File: config.mk
export PLATFORM = sky130hd
export DESIGN_NAME = pwm_output_stage_flat
export DESIGN_NICKNAME = d
export VERILOG_FILES = /design/src/rtl/pwm_output_stage_if.sv /design/src/rtl/pwm_output_stage.sv /design/src/flat_wrapper.sv
export SDC_FILE = /design/constraint.sdc
export NUM_CORES = 1
export LEC_CHECK = 0
export ABC_AREA = 1
export ABC_CLOCK_PERIOD_IN_PS = 5400
export BUFFER_PORTS_ARGS = -buffer_cell sky130_fd_sc_hd__buf_2
export CAP_MARGIN = 30
export CORE_MARGIN = 1
export CORE_UTILIZATION = 55
export DETAILED_ROUTE_END_ITERATION = 12
export GPL_TIMING_DRIVEN = 1
export PLACE_DENSITY_LB_ADDON = 0.3
export SKIP_LAST_GASP = 1
export SYNTH_ARGS = -nofsm -noshare
export SYNTH_HDL_FRONTEND = slang
export SYNTH_SLANG_ARGS = --single-unit
File: constraint.sdc
create_clock -name clk_i -period 5.4 [get_ports clk_i]
set_input_delay 0.54 -clock clk_i [delete_from_list [all_inputs] [get_ports clk_i]]
set_output_delay 0.54 -clock clk_i [all_outputs]
set_load 0.01 [all_outputs]
File: src/rtl/pwm_output_stage_if.sv
// Bundle between the drive controller and the PWM output stage: command strobe
// and enable in one direction, bridge pins and status in the other.
interface pwm_output_stage_if #(
    parameter int CMD_W  = 12,
    parameter int DUTY_W = 12
);
    logic                    enable_i;
    logic signed [CMD_W-1:0] cmd_i;
    logic                    cmd_valid_i;
    logic                    pwm_o;
    logic                    direction_o;
    logic                    period_start_o;
    logic                    deadtime_o;
    logic [DUTY_W-1:0]       duty_o;

    modport master (
        output enable_i, cmd_i, cmd_valid_i,
        input  pwm_o, direction_o, period_start_o, deadtime_o, duty_o
    );

    modport slave (
        input  enable_i, cmd_i, cmd_valid_i,
        output pwm_o, direction_o, period_start_o, deadtime_o, duty_o
    );
endinterface

File: src/rtl/pwm_output_stage.sv
// H-bridge PWM output stage: signed effort -> period-synchronous duty, direction
// and dead-time blanking on reversal. Optional slew limiting: PWM_SOFTSTART_EN.
module pwm_output_stage #(
    parameter int PERIOD_CYCLES    = 2500,
    parameter int CMD_W            = 12,
    parameter int DEADTIME_PERIODS = 2,
    parameter int SLEW_STEP        = 64
) (
    input  logic              clk_i,
    input  logic              nReset_i,
    pwm_output_stage_if.slave bus
);
    localparam int DUTY_W = $clog2(PERIOD_CYCLES + 1);
    localparam int MAG_W  = CMD_W - 1;
    localparam int PROD_W = MAG_W + DUTY_W;

    localparam logic [DUTY_W-1:0] LAST_CNT = DUTY_W'(PERIOD_CYCLES - 1);
    localparam logic [DUTY_W-1:0] FULL_CMP = DUTY_W'(PERIOD_CYCLES);
    localparam logic [MAG_W-1:0]  MAG_MAX  = '1;
    localparam logic [3:0]        DT_LOAD  = 4'(DEADTIME_PERIODS);

    typedef enum logic [1:0] {S_IDLE, S_RUN, S_DEADTIME} state_t;

    function automatic logic [MAG_W-1:0] f_mag(input logic signed [CMD_W-1:0] c);
        logic [CMD_W-1:0] a;
        a = c[CMD_W-1] ? (~c + 1'b1) : c;
        // Only the most negative code leaves the top bit set after negation.
        f_mag = a[CMD_W-1] ? MAG_MAX : a[MAG_W-1:0];
    endfunction

    function automatic logic [DUTY_W-1:0] f_compare(input logic [MAG_W-1:0] m);
        logic [PROD_W-1:0] prod;
        prod = PROD_W'(m) * PROD_W'(PERIOD_CYCLES);
        prod = prod >> MAG_W;
        f_compare = (m == MAG_MAX) ? FULL_CMP : prod[DUTY_W-1:0];
    endfunction

`ifdef PWM_SOFTSTART_EN
    localparam logic [DUTY_W-1:0] STEP = DUTY_W'(SLEW_STEP);

    function automatic logic [DUTY_W-1:0] f_slew(input logic [DUTY_W-1:0] cur,
                                                  input logic [DUTY_W-1:0] tgt);
        if (tgt > cur)
            f_slew = ((tgt - cur) > STEP) ? (cur + STEP) : tgt;
        else
            f_slew = ((cur - tgt) > STEP) ? (cur - STEP) : tgt;
    endfunction
`endif

    state_t                  r_state, w_state_nx;
    logic [DUTY_W-1:0]       r_cnt, w_cnt_nx;
    logic [DUTY_W-1:0]       r_cmp, w_cmp_nx;
    logic                    r_dir, w_dir_nx;
    logic [3:0]              r_dt, w_dt_nx;
    logic signed [CMD_W-1:0] r_pend;
    logic                    r_pwm, w_pwm_nx;

    logic signed [CMD_W-1:0] w_pend;
    logic [DUTY_W-1:0]       w_tgt_cmp;
    logic [DUTY_W-1:0]       w_stepped;
    logic [DUTY_W-1:0]       w_cnt_inc;
    logic                    w_pos, w_neg, w_oppose, w_wrap;

    // A strobe coinciding with the boundary bypasses straight into the apply path.
    assign w_pend    = bus.cmd_valid_i ? bus.cmd_i : r_pend;
    assign w_tgt_cmp = f_compare(f_mag(w_pend));
    assign w_neg     = w_pend[CMD_W-1];
    assign w_pos     = !w_pend[CMD_W-1] && (w_pend != '0);
    assign w_oppose  = (w_neg && r_dir) || (w_pos && !r_dir);
    assign w_wrap    = (r_cnt == LAST_CNT);
    assign w_cnt_inc = w_wrap ? '0 : (r_cnt + 1'b1);

    always_comb begin
`ifdef PWM_SOFTSTART_EN
        w_stepped = f_slew(r_cmp, w_tgt_cmp);
`else
        w_stepped = w_tgt_cmp;
`endif
    end

    always_comb begin
        w_state_nx = r_state;
        w_cnt_nx   = r_cnt;
        w_cmp_nx   = r_cmp;
        w_dir_nx   = r_dir;
        w_dt_nx    = r_dt;
        if (!bus.enable_i) begin
            w_state_nx = S_IDLE;
            w_cnt_nx   = '0;
            w_cmp_nx   = '0;
        end else begin
            case (r_state)
                S_IDLE: begin
                    // Bridge has been off, so a reversal here needs no blanking.
                    w_state_nx = S_RUN;
                    w_cnt_nx   = '0;
                    w_cmp_nx   = w_stepped;
                    if (w_oppose) w_dir_nx = !r_dir;
                end
                S_RUN: begin
                    w_cnt_nx = w_cnt_inc;
                    if (w_wrap) begin
                        if (w_oppose) begin
                            w_state_nx = S_DEADTIME;
                            w_cmp_nx   = '0;
                            w_dt_nx    = DT_LOAD;
                        end else begin
                            w_cmp_nx = w_stepped;
                        end
                    end
                end
                S_DEADTIME: begin
                    w_cnt_nx = w_cnt_inc;
                    if (w_wrap) begin
                        w_dt_nx = r_dt - 1'b1;
                        if (r_dt == 4'd1) begin
                            w_state_nx = S_RUN;
                            w_cmp_nx   = w_stepped;
                            if (w_oppose) w_dir_nx = !r_dir;
                        end
                    end
                end
                default: w_state_nx = S_IDLE;
            endcase
        end
        w_pwm_nx = bus.enable_i && (r_state != S_IDLE) && (r_cnt < r_cmp);
    end

    always_ff @(posedge clk_i or negedge nReset_i) begin
        if (!nReset_i) begin
            r_state <= S_IDLE;
            r_cnt   <= '0;
            r_cmp   <= '0;
            r_dir   <= 1'b1;
            r_dt    <= '0;
            r_pend  <= '0;
            r_pwm   <= 1'b0;
        end else begin
            r_state <= w_state_nx;
            r_cnt   <= w_cnt_nx;
            r_cmp   <= w_cmp_nx;
            r_dir   <= w_dir_nx;
            r_dt    <= w_dt_nx;
            r_pwm   <= w_pwm_nx;
            if (bus.cmd_valid_i) r_pend <= bus.cmd_i;
        end
    end

    assign bus.pwm_o          = r_pwm;
    assign bus.direction_o    = r_dir;
    assign bus.period_start_o = (r_state != S_IDLE) && (r_cnt == '0);
    assign bus.deadtime_o     = (r_state == S_DEADTIME);
    assign bus.duty_o         = r_cmp;
endmodule

File: src/flat_wrapper.sv
// flat-port wrapper written by rule: the top's interface ports become plain ports
module pwm_output_stage_flat 
#(
    parameter int PERIOD_CYCLES    = 2500,
    parameter int CMD_W            = 12,
    parameter int DEADTIME_PERIODS = 2,
    parameter int SLEW_STEP        = 64
)
  (clk_i, nReset_i, bus_enable_i, bus_cmd_i, bus_cmd_valid_i, bus_pwm_o, bus_direction_o, bus_period_start_o, bus_deadtime_o, bus_duty_o);
  pwm_output_stage_if #(.CMD_W(CMD_W), .DUTY_W(12)) bus_i ();
  input  logic clk_i;
  input  logic nReset_i;
  input wire logic [$bits(bus_i.enable_i)-1:0] bus_enable_i;
  input wire logic [$bits(bus_i.cmd_i)-1:0] bus_cmd_i;
  input wire logic [$bits(bus_i.cmd_valid_i)-1:0] bus_cmd_valid_i;
  output wire logic [$bits(bus_i.pwm_o)-1:0] bus_pwm_o;
  output wire logic [$bits(bus_i.direction_o)-1:0] bus_direction_o;
  output wire logic [$bits(bus_i.period_start_o)-1:0] bus_period_start_o;
  output wire logic [$bits(bus_i.deadtime_o)-1:0] bus_deadtime_o;
  output wire logic [$bits(bus_i.duty_o)-1:0] bus_duty_o;
  assign bus_i.enable_i = bus_enable_i;
  assign bus_i.cmd_i = bus_cmd_i;
  assign bus_i.cmd_valid_i = bus_cmd_valid_i;
  assign bus_pwm_o = bus_i.pwm_o;
  assign bus_direction_o = bus_i.direction_o;
  assign bus_period_start_o = bus_i.period_start_o;
  assign bus_deadtime_o = bus_i.deadtime_o;
  assign bus_duty_o = bus_i.duty_o;
  pwm_output_stage #(.PERIOD_CYCLES(PERIOD_CYCLES), .CMD_W(CMD_W), .DEADTIME_PERIODS(DEADTIME_PERIODS), .SLEW_STEP(SLEW_STEP)) u_core (.clk_i(clk_i), .nReset_i(nReset_i), .bus(bus_i));
endmodule
; Word-level counts from Yosys, hierarchy flattened
; Index checks and enable logic that the tools add are counted.
[classes]
n_lt_le_gt_ge = 1
bitwise_logic = 1
mul = 1
addsub = 3
muxes = 27
reduce_logical = 20
n_eq_ne = 15
[op_table]
columns = cell, count
row1 = 12-bit two-way mux, 10
row2 = 12-bit case mux with 3 select lines, 1
row3 = 12-bit by 1-bit adder with 12-bit output (second input constant), 2
row4 = 12-bit case mux with 2 select lines, 1
row5 = 11-bit by 10-bit multiplier with 21-bit output (second input constant), 1
row6 = 3-bit by 2-bit inequality test with 1-bit output (second input constant), 5
row7 = 12-bit equality test (second input constant), 1
row8 = 12-bit logical NOT, 1
row9 = 12-bit less-than comparator, 1
row10 = 4-bit two-way mux, 3
row11 = 12-bit inverter, 1
row12 = 4-bit AND reduction, 3
row13 = 12-bit nonzero test, 1
row14 = 11-bit equality test (second input constant), 1
row15 = 11-bit two-way mux, 1
row16 = 2-bit two-way mux, 5
row17 = 2-bit by 1-bit inequality test with 1-bit output (second input constant), 4
row18 = 4-bit case mux with 2 select lines, 1
row19 = 1-bit logical AND, 6
row20 = 2-bit case mux with 3 select lines, 1
row21 = 2-bit nonzero test, 3
row22 = 5-bit AND reduction, 1
row23 = 4-bit by 1-bit equality test with 1-bit output (second input constant), 1
row24 = 4-bit by 1-bit inequality test with 1-bit output (second input constant), 1
row25 = other kinds (9), 12
[totals]
ff_bits = 44
out_inout_bits = 16
elab_cells = 75

; Longest topological paths before layout
; Gate-level depths: netlist (run 1).
[logic_depth]
depth_word = 11
ltp_mapped = 32
ltp_nobuf = 31

; Worst setup path after synthesis (run 1)
; OpenSTA, ideal clock, no wires.
[synth_path]
kind = input to register
from = input bus_cmd_valid_i
to = register u_core.r_cmp[8], in the netlist u_core.bus.duty_o[8]
stages = 29
slack_ns = 0.023
arrival_ns = 5.261
cell_sequence = buf_6 > buf_12 > nand2_1 > nand2_1 > buf_2 > inv_1 > or2_2 > nor2_1 > nor2_1 > fa_1 > inv_1 > ha_1 > inv_1 > fa_1 > inv_1 > ha_1 > inv_1 > fa_1 > inv_1 > ha_1 > a21o_1 > a21boi_0 > o21ai_0 > a31oi_1 > nand2_1 > nand2_1 > nand3_1 > nand2_1 > nand2_1
[synth_between]
elab_chain_len = 11
elab_cells_between_ends = 20
cone_classes = add/sub (1) / mul (1) / eq/ne (1) / mux (10) / bitwise (1) / reduce/logical (6)
[synth_rtl]
columns = item, line
row1 = "start, declared", flat_wrapper.sv:15  ; input wire logic [$bits(bus_i.cmd_valid_i)-1:0] bus_cmd_valid_i;
row2 = 12-bit two-way mux (*), -
row3 = net u_core.w_pend[11], pwm_output_stage.sv:58  ; logic signed [CMD_W-1:0] w_pend;
row4 = 12-bit inverter, pwm_output_stage.sv:26  ; a = c[CMD_W-1] ? (~c + 1'b1) : c;
row5 = 12-bit by 1-bit adder with 12-bit output, pwm_output_stage.sv:26
row6 = 12-bit two-way mux, pwm_output_stage.sv:26
row7 = 11-bit two-way mux, pwm_output_stage.sv:28  ; f_mag = a[CMD_W-1] ? MAG_MAX : a[MAG_W-1:0];
row8 = 11-bit by 10-bit multiplier with 21-bit output or 11-bit equality test (tied branches), "pwm_output_stage.sv:33, pwm_output_stage.sv:35"
row9 = 12-bit two-way mux, pwm_output_stage.sv:35  ; f_compare = (m == MAG_MAX) ? FULL_CMP : prod[DUTY_W-1:0];
row10 = 12-bit two-way mux (on tied branches), "pwm_output_stage.sv:116, pwm_output_stage.sv:103"
row11 = 12-bit two-way mux (on tied branches), "pwm_output_stage.sv:114, pwm_output_stage.sv:102"
row12 = 12-bit case mux with 3 select lines (*), pwm_output_stage.sv:92  ; case (r_state)
row13 = 12-bit two-way mux (*), pwm_output_stage.sv:87  ; if (!bus.enable_i) begin
row14 = "end signal, assigned", pwm_output_stage.sv:141  ; r_cmp <= w_cmp_nx;
row15 = "end, declared", pwm_output_stage.sv:52  ; logic [DUTY_W-1:0] r_cmp, w_cmp_nx;
; Mark *: on every way through the listed nets, which the timed path passes. The rest lies on a longest branch. The select of a mux whose other input is x is not followed.
; A chain may end at the register's enable or synchronous reset.

; Final worst setup path (run 1)
; Same ends and word-level chain as after synthesis.

==> run summary, run 1 <==
The run finished with clean final reports. For the worst-skew pair, the clock arrives at the later sink with an insertion delay of 0.31 ns. The tools report the final wirelength as 10.8 mm.

The worst min-delay path class was primary input to asynchronous set/reset pin. For the reg2reg setup slack, the log shows 0.45 ns. For this design, the slowest cell found on the critical path is fa_1. For the maximum clock insertion buffer count, the log shows 2.

Setup violations remaining at the end of the flow were counted as 0. In this run the horizontal extent of the chip is 95.2 um. The logs give 32 for the number of top-level pins and 4780 um^2 for the netlist area before placement. The tools report the post-route total power as 0.00366 W. The tools report the DRC marker count from the first detailed-route iteration as 183. The antenna diode instance count is 0, and the final critical delay including setup and external delays is 5.02 ns.

In this run the core area contains 33 standard-cell rows. For the net count after synthesis, the log shows 751. Yosys mapped the design onto 43 distinct sky130hd cell types. The run gives 8300 um^2 as the placeable core area. The number of detailed-route iterations in the first pass came out at 4. The number of placed instances, taps included, is 803. The logs give 0 for the residual overflow from global routing and 0.377 ns for the post-route worst setup slack. Most frequent cell on the critical path: nand2_1. STA classifies the critical path endpoint as a register. For the post-layout instance count excluding filler cells, the log shows 812. The data required time at the worst endpoint came out at 5.59 ns. The area added between synthesis and finish was 14.4%; the final max-slew violation count was 0. Setup repair after global routing left no endpoint under its margin. The worst ir drop on vdd came out at 0.475 mV.

The average detailed-routed wire length per instance is 13.4 um, and the number of sinks driven by the clock tree is 44. For this configuration, the core starts out at a cell density of 57.6%. The number of instances in the synthesized netlist is 639. The library cells used most frequently in the layout, excluding fill and tap cells, are 143 x inv_1, 124 x nand2_1, 75 x ha_1. The HPWL after detailed placement is 9.00 mm. After detailed routing, the met2 layer carries 5.49 mm of wire. Derived from the worst setup path, the maximum achievable clock frequency is 0.199 GHz.

The detailed router put a total of 5.01 mm of wire on met1. The power per cell area works out to 669 nW/um^2. The net count of the finished layout is 818. TritonCTS built the clock tree. For this block, the via count after detailed routing is 4249.

From bottom edge to top edge, the die measures 95.2 um. The share of synthesized area occupied by flip-flops and latches is 23.1%. The setup skew after layout is 0.0160 ns. For the global-route usage over all layers, the log shows 26.0%.

The ratio of cells with drive above 1 in the final layout works out to 17.5%. The root buffer cell chosen for the clock tree is clkbuf_8. The topmost layer with routed signal wires is met4.

The number of register bits inferred by synthesis works out to 44. For the leakage power total, the log shows 3.06 nW. The first global-routing pass estimated 18.7 mm of wire. STA classifies the critical path startpoint as a primary input. At the pin with the least slew margin, the transition time is 0.397 ns. At the worst endpoint, the arrival time is 5.22 ns. The routed wire length on met3 is 229 um.

The tools report the max-cap violation count as 0. The number of global-route vias before repair is 4300. Remaining max-slew budget at the tightest pin: 73.5%. The number of clock buffers added by TritonCTS is 5. Of the available clock period, the critical path in the final layout requires 93.0%. In the routed design, unresolved DRC markers number 0. After clock tree synthesis, the clock-pin slew on the worst setup and hold paths is 0.10 ns. The pre-CTS worst setup slack is -0.130 ns, and the post-route antenna net violation count is 0. The H-tree was split into 2 levels. The run gives 0 as the number of antenna violations at the first check in global routing.

The per-cell via count in the routed design is 5.23, and the maximum fanout count along the critical path is 10. The count of input and output buffers is 31. The count of synthesis-stage warnings from yosys is 0.

A synthesized cell averages 7.48 um^2. For the count of final hold-check violations, the log shows 0. Entering global routing, the biggest net connects 30 pins.

The congestion estimate from routability-driven global placement came to 0.942. The floorplan step defined a die boundary enclosing 9060 um^2. After filler insertion, the fill cell instance count of the layout stands at 716. Leaving out fill and tap cells, the most frequent cell in the layout is inv_1. The critical path in this run is classified as primary input to register.

In this design, the stage delay of the slowest critical-path cell is 0.55 ns.
## power by group
| part | switching (W) | total, W | internal, W | leakage [nW] |
|---|---|---|---|---|
| combinational | 0.00167 | 0.00294 | 0.00127 | 2.44 |
| clock | 0.000119 | 0.000270 | 0.000151 | 0.0614 |
| sequential | 0.0000435 | 0.000445 | 0.000401 | 0.558 |
## cells in the mapped netlist, drive strengths merged
library cell	n	area, um^2
nand2	141	587
o21ai	41	235
ha	77	963
dfstp	1	26.3
nand4	5	31.3
or2	2	12.5
nor4	2	12.5
nor2	47	199
nand3	36	195
inv	148	558
o211ai	3	27.5
a21o	2	15.0
clkbuf	2	7.51
nand3b	2	15.0
o32ai	1	8.76
o22ai	6	37.5
fa	19	380
a21oi	27	146
a31oi	5	31.3
xor2	4	35.0
a21boi	1	7.51
a211oi	2	15.0
o21bai	1	7.51
xnor2	3	26.3
buf	4	41.3
nor3	13	70.1
o2111ai	1	8.76
dfrtp	43	1080
## cell type report
| cell class | instances | area [um^2] | area share (%) |
|---|---|---|---|
| multi-input combinational | 441 | 3120 | 57.0 |
| sequential | 44 | 1100 | 20.2 |
| inverter | 148 | 558 | 10.2 |
| timing repair buffer | 66 | 437 | 7.99 |
| tap | 105 | 131 | 2.40 |
| clock buffer | 6 | 82.6 | 1.51 |
| clock inverter | 2 | 38.8 | 0.710 |
## layer usage
layer,up-vias,GRT usage [%]
li1,2157,-
met1,2025,32.1
met2,57,48.1
met3,10,2.47
met4,0,6.44
met5,-,0
## per-stage QoR
step	cell area (um^2)	util (%)	setup TNS, ns	hold slack, ns
after floorplan	4780	-	0	0.244
after CTS	5400	65.1	0	0.147
after detailed placement	5280	63.7	-0.151	0.484
final	5470	65.9	0	0.142
after global routing	5470	65.9	0	0.162
after global placement	5260	63.4	-0.0361	0.492
## critical path: cells and delay by family
kind	cells	cell delay, ns
buffers and inverters	7	0.65
AND/OR/NAND/NOR	14	1.12
AO/OA/AOI/OAI	4	0.67
adder cells (fa/ha/maj)	6	2.24
## repair_timing
action | in CTS | in global routing
hold buffers | 0 | 0
endpoints found under the hold margin | 0 | 0
endpoints found under the setup margin | 0 | 8
buffers inserted | 0 | 1
gates resized for setup | 0 | 14
## sequential cells by signal, indices dropped and copies added (netlist names)
register / cells
u_core.r_dt: 4
u_core.bus.direction_o: 1
u_core.r_pend: 12
u_core.bus.duty_o: 12
u_core.bus.pwm_o: 1
u_core.r_state: 2
u_core.r_cnt: 12
## kinds of logic (layout without fill, tap and decap cells)
| kind of cell | count (synthesis) | count (layout) | synth area share (%) |
|---|---|---|---|
| AOI/OAI and AO/OA | 90 | 90 | 11.3 |
| xor gates and xnor gates | 7 | 7 | 1.28 |
| adders and majority gates | 96 | 96 | 28.1 |
| buffers and inverters | 154 | 222 | 12.7 |
| DFF | 44 | 44 | 23.1 |
| and+or+nand+nor | 248 | 248 | 23.5 |
## final timing paths
kind                                     endpoint                  start  cells past startpoint
max                          u_core.bus.duty_o[8]        bus_cmd_valid_i                     31
min in group clk_i          u_core.bus.duty_o[11]  u_core.bus.duty_o[11]                      2
max in group asynchronous  u_core.bus.direction_o               nReset_i                      2
min reg2reg                 u_core.bus.duty_o[11]  u_core.bus.duty_o[11]                      2
max reg2reg                  u_core.bus.duty_o[8]       u_core.r_pend[0]                     30
min                               u_core.r_cnt[2]               nReset_i                      1
(Power assumes the default switching activity.)
==> run 2: changes to the inputs <==
CORE_ASPECT_RATIO = 1.1   (was default)
==> run 2 against run 1 <==
First-iteration DRC count is 6.0% lower. Global-route usage is 0.63 points lower. Die area hardly changed. Hold slack worse by 0.082 ns. Combinational power is 4% lower. Via count is 0.75% lower. Maximum frequency is 0.34% lower. Setup slack worse by 0.017 ns. Critical path depth is 1 lower. Clock skew is 0.0079 ns lower. Cell count is 0.99% higher. Critical endpoint unchanged. Largest power group unchanged.
==> run summary, run 2 (synthesis results as in run 1) <==
The leakage power total was 3.07 nW (was 3.06 nW). The most frequent cell on the critical path was inv_1 (was nand2_1). The tools report the die area as 9060 um^2 (about the same). The pre-CTS worst setup slack was -0.0537 ns (was -0.130 ns); the die extent in y was 99.7 um (was 95.2 um).

The tools report the total number of vias as 4217 (was 4249). The tools report the arrival time at the worst endpoint as 5.24 ns (was 5.22 ns). Worst min-delay path class: primary input to asynchronous set/reset pin (unchanged). The logs give 65.2% (was 73.5%) for the remaining max-slew budget at the tightest pin and 0.48 ns (was 0.45 ns) for the reg2reg setup slack.

Final critical-path share of the clock period: 93.3% (was 93.0%). The tools report the critical register-to-register path endpoint as u_core.bus.duty_o[8] (unchanged). Peak clock frequency supported by timing: 0.198 GHz (was 0.199 GHz). The clock slew seen by the registers of the worst setup and hold paths was 0.09 ns (was 0.10 ns). The worst ir drop on vdd came out at 0.444 mV (was 0.475 mV).

The logs give 775 (was 716) for the final-layout fill cell count and 2 (unchanged) for the number of H-tree levels. For the number of antenna violations at the first check in global routing, the log shows 0 (unchanged). Area added between synthesis and finish: 14.2% (was 14.4%).

The power per cell area was 647 nW/um^2 (was 669 nW/um^2); the per-cell via count in the routed design was 5.14 (was 5.23). For the DRC marker count from the first detailed-route iteration, the log shows 172 (was 183). Commonest cells after routing, fill and taps aside: 143 x inv_1, 122 x nand2_1, 77 x ha_1 (was 143 x inv_1, 124 x nand2_1, 75 x ha_1). The worst setup path startpoint is bus_cmd_valid_i (unchanged). The number of buffers created by CTS is 5 (unchanged). The final critical delay including setup and external delays came out at 5.04 ns (was 5.02 ns). The cell depth of the worst flop-to-flop path came out at 29 (was 30). Horizontal die dimension: 90.9 um (was 95.2 um).

The number of top-level pins came out at 32 (unchanged). The tools report the residual overflow from global routing as 0 (unchanged). The run gives 4 (unchanged) as the number of detailed-route iterations in the first pass. The number of sinks driven by the clock tree was 44 (unchanged); the ratio of cells with drive above 1 in the final layout was 17.3% (was 17.5%).

The logs give 4246 (was 4300) for the number of global-route vias before repair and 10.7 mm (was 10.8 mm) for the final wirelength. The logs give 0 (unchanged) for the count of endpoints failing setup in the final report and 820 (was 818) for the final net count. The half-perimeter wire length of the detailed placement result was 8.98 mm (was 9.00 mm). The effective utilization at floorplan was 56.8% (was 57.6%). Pin count of the biggest net entering global routing: 41 (was 30). The post-route total power is 0.00353 W (was 0.00366 W).

The largest stage delay on the critical path is 0.53 ns (was 0.55 ns), and the antenna diode instance count is 0 (unchanged). The post-layout utilization of the core was 64.9% (was 65.9%). The post-route antenna net violation count is 0 (unchanged), and the global-route wire length before repair is 18.8 mm (was 18.7 mm).

The maximum fanout count along the critical path was 8 (was 10). Count of input and output buffers: 31 (unchanged). Nature of the critical path endpoint: a register (unchanged). The count of final hold-check violations is 0 (unchanged). The latest clock arrival within the worst-skew pair was 0.30 ns (was 0.31 ns); the total DRC errors in the routed layout was 0 (unchanged). The maximum clock insertion buffer count was 2 (unchanged); the data required time at the worst endpoint was 5.60 ns (was 5.59 ns).

The final max-slew violation count was 0 (unchanged). The flow ran to the end, and the final reports show no timing, DRC or antenna violations. The reg-to-reg critical path startpoint was u_core.r_pend[0] (unchanged). The tools report the kind of start point of the critical path as a primary input (unchanged). Endpoint of the most critical setup path: u_core.bus.duty_o[8] (unchanged).

The average detailed-routed wire length per instance was 13.0 um (was 13.4 um). Cell type of the slowest stage on the worst timing path: fa_1 (unchanged). The leading cell type in the layout, fill and taps excluded is inv_1 (unchanged). The pin slew with the least headroom to its limit works out to 0.518 ns (was 0.397 ns). The tools report the setup skew after layout as 0.00817 ns (was 0.0160 ns). Class of the most critical setup path: primary input to register (unchanged).

The global-route usage over all layers is 25.4% (was 26.0%), and the post-route worst setup slack is 0.360 ns (was 0.377 ns). TritonCTS built the clock tree. Clock tree root driver cell: clkbuf_8 (unchanged). The final estimated routing congestion in global placement was 0.933 (was 0.942). The max-cap violation count is 0 (unchanged), and the count of standard-cell rows is 35 (was 33). The placeable core area was 8410 um^2 (was 8300 um^2).
[run 2: cell types whose count changed in the layout (fill, tap and decap cells not counted), sizes merged]
cell    previous run  this run
buf               66        67
clkbuf             6         7
[run 2: where the power goes]
group / total (W) / switching, W / internal [W]
clock: 0.000253 / 0.000116 / 0.000138
combinational: 0.00283 / 0.00161 / 0.00122
sequential: 0.000444 / 0.0000426 / 0.000401
[run 2: worst min path at each step]
stage / startpoint / to / slack (ns) / cells after the start
finish: nReset_i / u_core.r_pend[3] / 0.06 / 1
floorplan: nReset_i / u_core.bus.duty_o[0] / 0.24 / 0
detailed placement: nReset_i / u_core.r_pend[3] / 0.38 / 1
global route: nReset_i / u_core.r_pend[3] / 0.06 / 1
global placement: u_core.bus.duty_o[10] / u_core.bus.duty_o[10] / 0.49 / 2
CTS: nReset_i / u_core.r_pend[3] / 0.06 / 1
[run 2: worst max-delay path, delay by kind of cell]
| kind | cells | cell delay [ns] |
|---|---|---|
| compound gates | 4 | 0.63 |
| fa+ha+maj | 6 | 2.35 |
| buf+inv | 8 | 0.66 |
| simple gates | 12 | 1.04 |
[run 2: per-layer routing]
layer | track usage, % | wire length (um) | vias up | part of all wire, %
met5 | 0 | 0 | - | 0
met4 | 7.45 | 213 | 0 | 2.0
met3 | 2.06 | 326 | 16 | 3.1
met2 | 45.7 | 5160 | 74 | 48
met1 | 32.5 | 4960 | 1961 | 47
li1 | - | - | 2166 | -
[run 2: repair_timing]
action | 4_1_cts | 5_1_grt
setup endpoints to repair | 0 | 6
setup buffers | 0 | 1
hold buffers | 0 | 0
gates resized for setup | 0 | 11
[run 2: metrics by stage]
stage | cells | cell area [um^2] | hold slack (ns) | TNS (ns)
after global routing | 820 | 5450 | 0.0618 | -0.0107
after detailed placement | 811 | 5310 | 0.381 | -0.0537
after CTS | 819 | 5410 | 0.0614 | 0
after global placement | 810 | 5290 | 0.495 | 0
after floorplan | 639 | 4780 | 0.244 | 0
final | 820 | 5450 | 0.0601 | 0
[run 2: final cells by class]
cell class,count,area [um^2],area share [%]
repair buffers,68,448,8.21
flip-flops and latches,44,1100,20.2
clock buffers,6,72.6,1.33
clock inverters,2,35.0,0.642
well taps,111,139,2.55
multi-input cells,441,3100,56.8
inverters,148,558,10.2
==> run 3: changes to the inputs <==
CAP_MARGIN = default   (was 30)
CORE_UTILIZATION = 40   (was 55)
==> run 3 against run 2 <==
Critical path depth is the same. Setup slack lost 0.046 ns. Largest power group unchanged. Highest routed layer unchanged. Global-route usage shrank 6.0 points. Die area grew 37%. Cell count grew 4.5%. Power grew 2.8%. Flip-flop and latch count is the same.
==> run summary, run 3 (synthesis results as in run 1) <==
The logs give 11500 um^2 (was 8410 um^2) for the placeable core area and 2 (unchanged) for the number of H-tree levels. The total number of vias came out at 4219 (was 4217). The total DRC errors in the routed layout is 0 (unchanged). The tools report the share of power burned in registers as 12.2% (was 12.6%). The final critical delay including setup and external delays is 5.09 ns (was 5.04 ns), and the final net count is 818 (was 820).

The power share of the combinational group is 78.2% (was 80.2%). The logs give 44 (unchanged) for the number of sinks driven by the clock tree and 0 (unchanged) for the final max-slew violation count. The count of final hold-check violations was 0 (unchanged); the ratio of cells with drive above 1 in the final layout was 17.5% (was 17.3%). The post-route total power is 0.00363 W (was 0.00353 W), and the half-perimeter wire length of the detailed placement result is 9.19 mm (was 8.98 mm).

The tools report the number of top-level pins as 32 (unchanged). The post-layout utilization of the core is 47.9% (was 64.9%), and the power dissipated by switching net loads is 0.00180 W (was 0.00177 W). The global-route usage over all layers is 19.4% (was 25.4%), and the maximum fanout count along the critical path is 8 (unchanged). The cell type of the slowest stage on the worst timing path was fa_1 (unchanged). The logs give 5330 um^2 (was 5310 um^2) for the cell area reported after detailed placement and 3.08 nW (was 3.07 nW) for the leakage power total. The per-cell via count in the routed design was 4.92 (was 5.14); the internal power summed over all cells was 0.00183 W (was 0.00176 W). The largest stage delay on the critical path is 0.55 ns (was 0.53 ns), and the clock slew seen by the registers of the worst setup and hold paths is 0.06 ns (was 0.09 ns). The area added between synthesis and finish was 15.8% (was 14.2%); the die area was 12400 um^2 (was 9060 um^2). The logs give 5 (unchanged) for the number of buffers created by CTS and 41.4% (was 56.8%) for the effective utilization at floorplan. For the global-route wire length before repair, the log shows 19.3 mm (was 18.8 mm).

The average detailed-routed wire length per instance works out to 12.9 um (was 13.0 um). The number of global-route vias before repair was 4287 (was 4246); the post-route antenna net violation count was 0 (unchanged). The run gives 5530 um^2 (was 5450 um^2) as the final non-filler cell area. The pin slew with the least headroom to its limit was 1.03 ns (was 0.518 ns); the arrival time at the worst endpoint was 5.26 ns (was 5.24 ns).

Count of input and output buffers: 31 (unchanged). The flow ran to the end, and the final reports show no timing, DRC or antenna violations. The die extent in y works out to 117 um (was 99.7 um).

The latest clock arrival within the worst-skew pair came out at 0.29 ns (was 0.30 ns). The worst ir drop on vdd was 0.373 mV (was 0.444 mV). Horizontal die dimension: 106 um (was 90.9 um). TritonCTS built the clock tree. The antenna diode instance count was 0 (unchanged). Worst setup path startpoint: bus_cmd_valid_i (unchanged).

Commonest cells after routing, fill and taps aside: 142 x inv_1, 121 x nand2_1, 77 x ha_1 (was 143 x inv_1, 122 x nand2_1, 77 x ha_1). The power per cell area is 656 nW/um^2 (was 647 nW/um^2). The number of detailed-route iterations in the first pass was 4 (unchanged). For the peak clock frequency supported by timing, the log shows 0.197 GHz (was 0.198 GHz). The worst min-delay path class was primary input to asynchronous set/reset pin (unchanged). The tools report the nature of the critical path endpoint as a register (unchanged). The final estimated routing congestion in global placement is 0.908 (was 0.933). The pin count of the biggest net entering global routing is 45 (was 41), and the final wirelength is 11.0 mm (was 10.7 mm).

The tools report the residual overflow from global routing as 0 (unchanged). Data required time at the worst endpoint: 5.58 ns (was 5.60 ns). The maximum clock insertion buffer count is 2 (unchanged).

Class of the most critical setup path: primary input to register (unchanged). The proportion of power drawn by the clock network is 9.5% (was 7.2%), and the remaining max-slew budget at the tightest pin is 31.2% (was 65.2%). Final critical-path share of the clock period: 94.2% (was 93.3%). The number of antenna violations at the first check in global routing is 0 (unchanged), and the count of standard-cell rows is 41 (was 35).

Switching share of total power: 49.6% (was 50.0%). The logs give 214 (was 172) for the DRC marker count from the first detailed-route iteration and 0.00620 ns (was 0.00817 ns) for the setup skew after layout. Clock tree root driver cell: clkbuf_16 (was clkbuf_8). The max-cap violation count is 0 (unchanged).

The logs give 0 (unchanged) for the number of hold buffers added after cts and 0 (unchanged) for the count of endpoints failing setup in the final report. The tools report the kind of start point of the critical path as a primary input (unchanged). The leading cell type in the layout, fill and taps excluded is inv_1 (unchanged). Reg2reg setup slack: 0.43 ns (was 0.48 ns).

The reg-to-reg critical path startpoint was u_core.r_pend[0] (unchanged).
[run 3: cell count changes in the layout (fill, tap and decap cells not counted), sizes merged]
cell	delta
buf	-2
[run 3: repair_timing]
| item | in CTS | in global routing |
|---|---|---|
| buffers inserted | 0 | 1 |
| setup endpoints to repair | 0 | 8 |
| hold endpoints to repair | 0 | 0 |
| gates resized for setup | 0 | 14 |
[run 3: layout make-up]
cell class | instances | area [um^2]
Clock buffer | 6 | 129
Clock inverter | 2 | 35.0
Fill cell | 1146 | 6010
Inverter | 148 | 558
Multi-Input combinational cell | 441 | 3100
Sequential cell | 44 | 1100
Tap cell | 150 | 188
Timing Repair Buffer | 66 | 420
[run 3: path summary, 6_finish.rpt]
path | depth (start not counted) | endpoint
max | 30 | u_core.bus.duty_o[8]
min | 1 | u_core.r_dt[0]
max reg2reg | 29 | u_core.bus.duty_o[8]
min reg2reg | 2 | u_core.bus.duty_o[11]
max in group asynchronous | 1 | u_core.bus.duty_o[5]
min in group clk_i | 2 | u_core.bus.duty_o[11]
[run 3: layer usage]
metal / vias to the layer above / GRT usage (%) / wire [um]
met5: - / 0 / 0
met3: 13 / 2.23 / 312
met1: 1991 / 23.6 / 5010
li1: 2155 / - / -
met2: 60 / 35.8 / 5540
met4: 0 / 5.74 / 171
[run 3: power by group through the flow]
stage	Clock [W]	Combinational [W]	Sequential, W
2_1_floorplan	0	0.00188	0.000458
3_3_place_gp	0	0.00273	0.000448
3_5_place_dp	0	0.00276	0.000450
4_1_cts	0.000351	0.00280	0.000444
5_1_grt	0.000364	0.00326	0.000452
6_report	0.000345	0.00284	0.000444
[run 3: metrics by stage]
step,hold slack [ns],setup TNS [ns],cells,worst slack [ns]
global route,0.513,-0.0197,857,-0.0197
detailed placement,0.493,-0.0842,848,-0.0842
floorplan,0.244,0,639,0.0230
global placement,0.493,0,848,0.0270
finish,0.436,0,857,0.314
CTS,0.469,0,856,0.208
[run 3: worst max-delay path, delay by kind of cell]
kind                       cells  cell delay (ns)
buffers and inverters          7             0.46
and+or+nand+nor               12             1.00
adders and majority gates      7             2.63
AOI/OAI and AO/OA              4             0.65
